<file path="src/rtl/sys_defs.sv">
// Shared pipeline types: mult op encoding, issue/complete packets, mult stage record.
// Helper mult_load turns an issue packet into a stage-0 record with extended operands.
package sys_defs;

    localparam int XLEN      = 32;
    localparam int PR_IDX_W  = 6;
    localparam int ROB_IDX_W = 5;

    typedef enum logic [1:0] {
        MUL    = 2'd0,
        MULH   = 2'd1,
        MULHSU = 2'd2,
        MULHU  = 2'd3
    } MULT_FUNC;

    typedef struct packed {
        logic                 valid;
        MULT_FUNC             op_sel;
        logic [XLEN-1:0]      rs1_value;
        logic [XLEN-1:0]      rs2_value;
        logic [PR_IDX_W-1:0]  dest_pr;
        logic [ROB_IDX_W-1:0] rob_entry;
    } ISSUE_FU_PACKET;

    typedef struct packed {
        logic                 valid;
        logic [PR_IDX_W-1:0]  dest_pr;
        logic [XLEN-1:0]      dest_value;
        logic [ROB_IDX_W-1:0] rob_entry;
    } FU_COMPLETE_PACKET;

    typedef struct packed {
        logic                 valid;
        MULT_FUNC             op_sel;
        logic [PR_IDX_W-1:0]  dest_pr;
        logic [ROB_IDX_W-1:0] rob_entry;
        logic [63:0]          mcand;
        logic [63:0]          mplier;
        logic [63:0]          sum;
    } MULT_STAGE_PACKET;

    // Operands are widened to 64 bits so a plain modulo-2^64 product yields the full signed result.
    function automatic MULT_STAGE_PACKET mult_load(input ISSUE_FU_PACKET p);
        MULT_STAGE_PACKET r;
        logic rs1_signed;
        logic rs2_signed;
        rs1_signed  = (p.op_sel != MULHU);
        rs2_signed  = (p.op_sel == MUL) || (p.op_sel == MULH);
        r           = '0;
        r.valid     = p.valid;
        r.op_sel    = p.op_sel;
        r.dest_pr   = p.dest_pr;
        r.rob_entry = p.rob_entry;
        r.mcand     = {{32{rs1_signed & p.rs1_value[31]}}, p.rs1_value};
        r.mplier    = {{32{rs2_signed & p.rs2_value[31]}}, p.rs2_value};
        return r;
    endfunction

endpackage

</file>
<file path="src/rtl/mult_stage.sv">
// One multiplier pipeline stage: adds mcand * low STEP bits of mplier, then shifts both.
// Latency 1 cycle; holds its contents when load is low, squash clears only the valid bit.
// Backpressure: the parent decides load from the downstream advance chain.
module mult_stage
    import sys_defs::*;
#(
    parameter int STEP = 16
) (
    input  logic             clock,
    input  logic             reset,
    input  logic             squash,
    input  logic             load,
    input  MULT_STAGE_PACKET stage_in,
    output MULT_STAGE_PACKET stage_out
);

    logic [63:0]      partial;
    MULT_STAGE_PACKET stage_nxt;

    always_comb begin
        partial          = stage_in.mcand * {{(64-STEP){1'b0}}, stage_in.mplier[STEP-1:0]};
        stage_nxt        = stage_in;
        stage_nxt.sum    = stage_in.sum + partial;
        stage_nxt.mcand  = stage_in.mcand << STEP;
        stage_nxt.mplier = stage_in.mplier >> STEP;
    end

    always_ff @(posedge clock or negedge reset) begin
        if (!reset) begin
            stage_out <= '0;
        end else if (squash) begin
            stage_out.valid <= 1'b0;
        end else if (load) begin
            stage_out <= stage_nxt;
        end
    end

endmodule

</file>
<file path="src/rtl/mult_fu_pipe.sv">
// Pipelined RV32M multiplier, NUM_STAGES steps of 64/NUM_STAGES bits; optional MULT_FU_PERF_CNT_EN counters.
// Latency NUM_STAGES cycles from accept to fu_complete_out.valid; last stage is the output register.
// Backpressure: complete_stall freezes the last stage, bubbles still collapse, fu_ready falls when stage 0 is stuck.
module mult_fu_pipe
    import sys_defs::*;
#(
    parameter int NUM_STAGES = 4
) (
    input  logic              clock,
    input  logic              reset,
    input  ISSUE_FU_PACKET    fu_packet_in,
    input  logic              squash,
    input  logic              complete_stall,
    output logic              fu_ready,
    output FU_COMPLETE_PACKET fu_complete_out
`ifdef MULT_FU_PERF_CNT_EN
    ,
    output logic [31:0]       perf_accept_cnt,
    output logic [31:0]       perf_stall_cnt
`endif
);

    localparam int STEP = 64 / NUM_STAGES;

    MULT_STAGE_PACKET        stage_q [NUM_STAGES];
    MULT_STAGE_PACKET        stage0_in;
    logic [NUM_STAGES-1:0]   advance;
    logic                    accept;

    // A stage advances if it is empty or everything below it can move.
    always_comb begin
        logic ok;
        advance = '0;
        ok      = !complete_stall;
        for (int k = NUM_STAGES - 1; k >= 0; k--) begin
            ok         = !stage_q[k].valid || ok;
            advance[k] = ok;
        end
    end

    assign fu_ready = advance[0];
    assign accept   = fu_packet_in.valid && fu_ready && !squash;

    always_comb begin
        stage0_in       = mult_load(fu_packet_in);
        stage0_in.valid = accept;
    end

    for (genvar g = 0; g < NUM_STAGES; g++) begin : g_stage
        if (g == 0) begin : g_first
            mult_stage #(.STEP(STEP)) u_stage (
                .clock     (clock),
                .reset     (reset),
                .squash    (squash),
                .load      (advance[g]),
                .stage_in  (stage0_in),
                .stage_out (stage_q[g])
            );
        end else begin : g_rest
            mult_stage #(.STEP(STEP)) u_stage (
                .clock     (clock),
                .reset     (reset),
                .squash    (squash),
                .load      (advance[g]),
                .stage_in  (stage_q[g-1]),
                .stage_out (stage_q[g])
            );
        end
    end

    always_comb begin
        fu_complete_out = '0;
        if (stage_q[NUM_STAGES-1].valid) begin
            fu_complete_out.valid      = 1'b1;
            fu_complete_out.dest_pr    = stage_q[NUM_STAGES-1].dest_pr;
            fu_complete_out.rob_entry  = stage_q[NUM_STAGES-1].rob_entry;
            fu_complete_out.dest_value = (stage_q[NUM_STAGES-1].op_sel == MUL)
                                       ? stage_q[NUM_STAGES-1].sum[31:0]
                                       : stage_q[NUM_STAGES-1].sum[63:32];
        end
    end

`ifdef MULT_FU_PERF_CNT_EN
    always_ff @(posedge clock or negedge reset) begin
        if (!reset) begin
            perf_accept_cnt <= '0;
            perf_stall_cnt  <= '0;
        end else begin
            if (accept) begin
                perf_accept_cnt <= perf_accept_cnt + 32'd1;
            end
            if (stage_q[0].valid && !advance[0]) begin
                perf_stall_cnt <= perf_stall_cnt + 32'd1;
            end
        end
    end
`endif

endmodule

</file>
<file path="config.mk">
export PLATFORM = sky130hd
export DESIGN_NAME = mult_fu_pipe
export DESIGN_NICKNAME = d
export VERILOG_FILES = /design/src/rtl/sys_defs.sv /design/src/rtl/mult_stage.sv /design/src/rtl/mult_fu_pipe.sv
export SDC_FILE = /design/constraint.sdc
export NUM_CORES = 2
export LEC_CHECK = 0
export ABC_AREA = 0
export BUFFER_PORTS_ARGS = -buffer_cell sky130_fd_sc_hd__buf_2
export CORE_UTILIZATION = 70
export DETAILED_ROUTE_END_ITERATION = 10
export GPL_TIMING_DRIVEN = 0
export PLACE_DENSITY = 0.88
export SYNTH_ARGS = -nofsm -noshare
export SYNTH_HDL_FRONTEND = slang
export SYNTH_SLANG_ARGS = --single-unit
</file>
<file path="constraint.sdc">
create_clock -name clock -period 18.35 [get_ports clock]
set_clock_uncertainty 0.1 [all_clocks]
set_input_delay 0.9175 -clock clock [delete_from_list [all_inputs] [get_ports clock]]
set_output_delay 0.9175 -clock clock [all_outputs]
set_load 0.01 [all_outputs]
</file>
======== After elaboration in Yosys (flattened, before gate mapping) ========
Cells that the tools add are included.
storage, ports and cells
  register bits ........................... 412
  word-level logic and storage cells ...... 71
  output and inout port bits .............. 45
  input bits .............................. 82
operators by class
  mux-type cells .......................... 10
  eq/ne operators ......................... 2
  bitwise logic cells ..................... 3
  $add $sub $neg .......................... 3
  reductions and logical operators ........ 23
  $mul .................................... 4
operators with widths
  kind                number
  $mux 206            4
  $add 64x64->64      3
  $mul 33x17->50      1
  $mul 48x16->48      1
  $mux 44             1
  $mul 32x16->32      1
  $mux 32             1
  $mul 16x1->16       1
  $reduce_and 2->1    4
  $reduce_bool 2->1   4
  $logic_not 1->1     6
  $logic_or 1x1->1    5
  $logic_not 2->1     2
  $mux 1              4
  $and 1x1->1         2
  $eq 2x1->1 const B  1
  $logic_and 1x1->1   2
  $ne 2x2->1 const B  1
  $not 1->1           1

======== Longest topological paths before layout ========
  depth in word-level cells ............... 9
  depth in mapped cells ................... 38
  depth with buffers taken out ............ 37

======== By module ========
From an unflattened synthesis, not the netlist that was laid out.
second synthesis, totals
  cell total of the unflattened synthesis .. 17014
  area, all modules ....................... 144024.4 sq um
modules (own cells, without submodules)
  module                                        seq. area each (sq um)  instances  cells each  area an instance (sq um)
  mult_stage at g_stage[0].g_first.u_stage ...  4354.2                  3          4214        35781.8
  mult_stage at g_stage[3].g_rest.u_stage       4354.2                  1          4236        35843.1
  mult_fu_pipe                                  0.0                     1          136         835.8

======== Worst setup path after synthesis ========
OpenSTA, ideal clock, no wires.
  kind .................................... register to register
  start ................................... reg g_stage[0].g_first.u_stage.stage_out[158] in the netlist's numbering
  end ..................................... reg g_stage[1].g_rest.u_stage.stage_out[62] in the netlist's numbering
  setup time .............................. 0.132 ns
  clock period less this slack ............ 9.003 ns
  required time ........................... 18.118 ns
  buffers on the path ..................... 2
  setup slack ............................. 9.347 ns
  cell stages (with the launch flop) ...... 39
  arrival ................................. 8.771 ns
  cell sequence ........................... dfrtp_1 -> clkbuf_1 -> clkbuf_1 -> nand2_1 -> fa_1 -> inv_1 -> fa_1 -> inv_1 -> fa_1 -> inv_1 -> fa_1 -> fa_1 -> inv_1 -> fa_1 -> inv_1 -> ha_1 -> and3_1 -> a221o_1 -> (+3 left out) -> nand2b_1 -> a31oi_1 -> nor2b_1 -> o21ai_0 -> nor2b_1 -> xnor2_1 -> ha_1 -> a21o_1 -> a21o_1 -> a21o_1 -> a31o_2 -> a211oi_1 -> nand4bb_1 -> a41o_1 -> a211o_1 -> a221oi_2 -> xor2_1 -> o21ai_1
on the way
  longest elaborated chain between the ends .. 2
RTL lines
  element                 line              text
  start, declared         mult_stage.sv:14  output MULT_STAGE_PACKET stage_out
  start signal, assigned  mult_stage.sv:34  stage_out <= stage_nxt;
  $mul 48x16->48          mult_stage.sv:21  partial = stage_in.mcand * {{(64-STEP){1'b0}}, stage_in.mplier[STEP-1:0]};
  $add 64x64->64          mult_stage.sv:23  stage_nxt.sum = stage_in.sum + partial;
  end signal, assigned    mult_stage.sv:34
  end, declared           mult_stage.sv:14
No other way between the ends.
A chain may end at the register's enable or synchronous reset.

======== Worst setup path after layout ========
Ends and elaborated chain as after synthesis.

==> out/metrics.yaml <==
synth:
  yosysUniqueCellTypes: 95
  syn_inst: 7053
  syn_area_per_cell_sq_um: 8.87
  ys.flop_type: "dfrtp_1"
  yosys.area.top_type: "fa_1"
  ys_top_cells_by_area: "fa_1 (39%), dfrtp_1 (16%), nand2_1 (10%), inv_1 (7.9%), ha_1 (7.1%)"
  yosysWarnings: 0
  synth_nets: 8695
  ys_seq_area_share_pct: 15.9
  synth-edff-count: 0
  async_flop_share_pct: 100
  ys_top_cells_by_count: "nand2_1 (1,735), inv_1 (1,310), fa_1 (1,206)"
  yosysTopAreaCellShare_pct: 38.6
  synth_most_common_cell: "nand2_1"
  synth-seq-cells: 398
  netlist_area_sq_um: 62600
grt:
  grtUsageMet1_pct: 55.2
  top_usage_layer: "met2"
  gr-total-overflow: 0
  grt_start_max_net_pins: 113
  grt_util_met3_pct: 13.5
  grt_pass1_vias: 52500
  grt_pass1_wl_um: 294000
  grtUsageMet2_pct: 65.1
  grt_usage_pct: 43.2
  antenna_found_initial: 1
place:
  portBuffers: 126
  place_congestion: 1.06
  place_inst: 8347
  hpwl_um: 156000
worst_setup_path:
  critical_path.max_fanout: 10
  cp-start-kind: "register"
  cp_slowest_stage_delay_ns: 0.90
  worstSetupEndpointType: "register"
  cp_slowest_cell: "clkbuf_1"
  cp.arrival_ns: 11.53
  path_common_cell: "fa_1"
  crit_family: "adder cells"
  crit_type: "register to register"
  cp.required_ns: 18.71
  critical_path_buf_inv_count: 7
cells_and_area:
  fin_cells: 8422
  drive_gt1_share_pct: 3.34
  areaGrowthSynthToFinish_pct: 5.86
  final_nets: 8870
  fill_cells: 6210
run_status:
  violations: "design-rule violations"
  outcome: "complete, but fails checks"
floorplan:
  core_area_sq_um: 88500
  die_x_um: 301
  start_util_pct: 70.7
  dieHeight_um: 301
  rows: 109
  num_io_pins: 127
  die_area_sq_um: 90600
sta:
  fin_crit_ns: 11.18
  setup_violations: 0
  rsz0062_at_grt: "no"
  hold_violations: 0
  fin_tns_setup_ns: 0
  drv_slew: 0
  clock.fmax_ghz: 0.0895
  relSlewSlack_pct: 8.44
  period_share_pct: 60.9
  worst_slew_pin_slew_ns: 1.37
cts:
  cts.sinks: 398
  cts-root-buf: "clkbuf_16"
  worstSkewPairLatency_ns: 0.61
  cts_buffers: 44
  ctsResizeCount: 0
  clk_pin_slew_ns: 0.07
  clock_path_buffers: 3
  post_cts_buffers: 0
  ctsHoldBuffers: 0
  tritoncts: "yes"
  htreeDepth: 2
detailed_routing:
  drt_iter0_drc: 4951
  wl_per_cell_um: 22.5
  drtPass1Iterations: 11
  viasPerCell: 6.01
  drc: 4
  ant_nets: 0
  wl_um: 190000
  vias: 50600
worst_hold_path:
  min_path_type: "primary input to asynchronous set/reset pin"
job:
  drv_cap: 0
## logic make-up (layout without fill, tap and decap cells)
group           Yosys count  count (layout)  share of synthesized area [%]
compound gates          751             751                           7.72
fa+ha+maj              1560            1560                           45.7
other cells               0               1                              0
buf+inv                1623            1826                           9.78
xor+xnor                238             238                           3.37
flops                   398             398                           15.9
mux                       4               4                         0.0700
simple gates           2479            2479                           17.5
## layer usage
layer / up-vias / part of all wire (%)
li1: 21500 / -
met1: 25100 / 36
met2: 3201 / 44
met3: 794 / 13
met4: 0 / 7.7
met5: - / 0
## registers in the layout (all words and copies together), names as in the netlist
register / flops
g_stage.g_rest.u_stage.stage_out: 284
g_stage.g_first.u_stage.stage_out: 114
## worst paths after layout
path	slack [ns]	from	depth (start not counted)	to
max	7.17	g_stage[0].g_first.u_stage.stage_out[158]$_DFFE_PN0P_	38	g_stage[1].g_rest.u_stage.stage_out[62]$_DFFE_PN0P_
min	0.21	reset	1	g_stage[0].g_first.u_stage.stage_out[2]$_DFFE_PN0P_
max reg2reg	7.17	g_stage[0].g_first.u_stage.stage_out[158]$_DFFE_PN0P_	38	g_stage[1].g_rest.u_stage.stage_out[62]$_DFFE_PN0P_
min reg2reg	0.36	g_stage[1].g_rest.u_stage.stage_out[28]$_DFFE_PN0P_	2	g_stage[2].g_rest.u_stage.stage_out[28]$_DFFE_PN0P_
max in group asynchronous	16.43	reset	3	g_stage[1].g_rest.u_stage.stage_out[183]$_DFFE_PN0P_
min in group clock	0.36	g_stage[1].g_rest.u_stage.stage_out[28]$_DFFE_PN0P_	2	g_stage[2].g_rest.u_stage.stage_out[28]$_DFFE_PN0P_
## cell usage in the layout, fill, tap and decap left out, types with 37 or more instances in the layout
cell	Yosys	layout
o21ai_0	211	211
ha_1	354	354
a21o_1	115	115
buf_2	0	125
dfrtp_1	398	398
nand2b_1	37	37
nand2_1	1735	1735
nor2_1	94	94
clkbuf_16	0	44
inv_1	1310	1310
xnor2_1	157	157
fa_1	1206	1206
a21oi_1	179	179
and2_1	454	454
xor2_1	79	79
clkbuf_1	305	311
## stage by stage
stage	hold slack, ns	setup WS, ns	cell area, sq um	util (%)
after floorplan	0.338	9.35	62600	-
after global placement	0.347	7.52	64700	73.1
after detailed placement	0.354	7.41	64800	73.2
after CTS	0.257	7.40	66200	74.8
after global routing	0.287	6.87	66200	74.8
final	0.213	7.17	66200	74.8
## final cells by class
type,count,area (sq um),area share (%)
multi-input combinational,5032,46500,70.2
sequential,398,9960,15.0
inverter,1310,4920,7.42
tap,1165,1460,2.20
clock buffer,57,1220,1.84
buffer,313,1200,1.82
timing repair buffer,129,723,1.09
clock inverter,17,255,0.385
antenna,1,2.50,0.00378
Power is not shown: default switching activity piles up to over one toggle a cycle in this logic, so the estimate is an artifact.
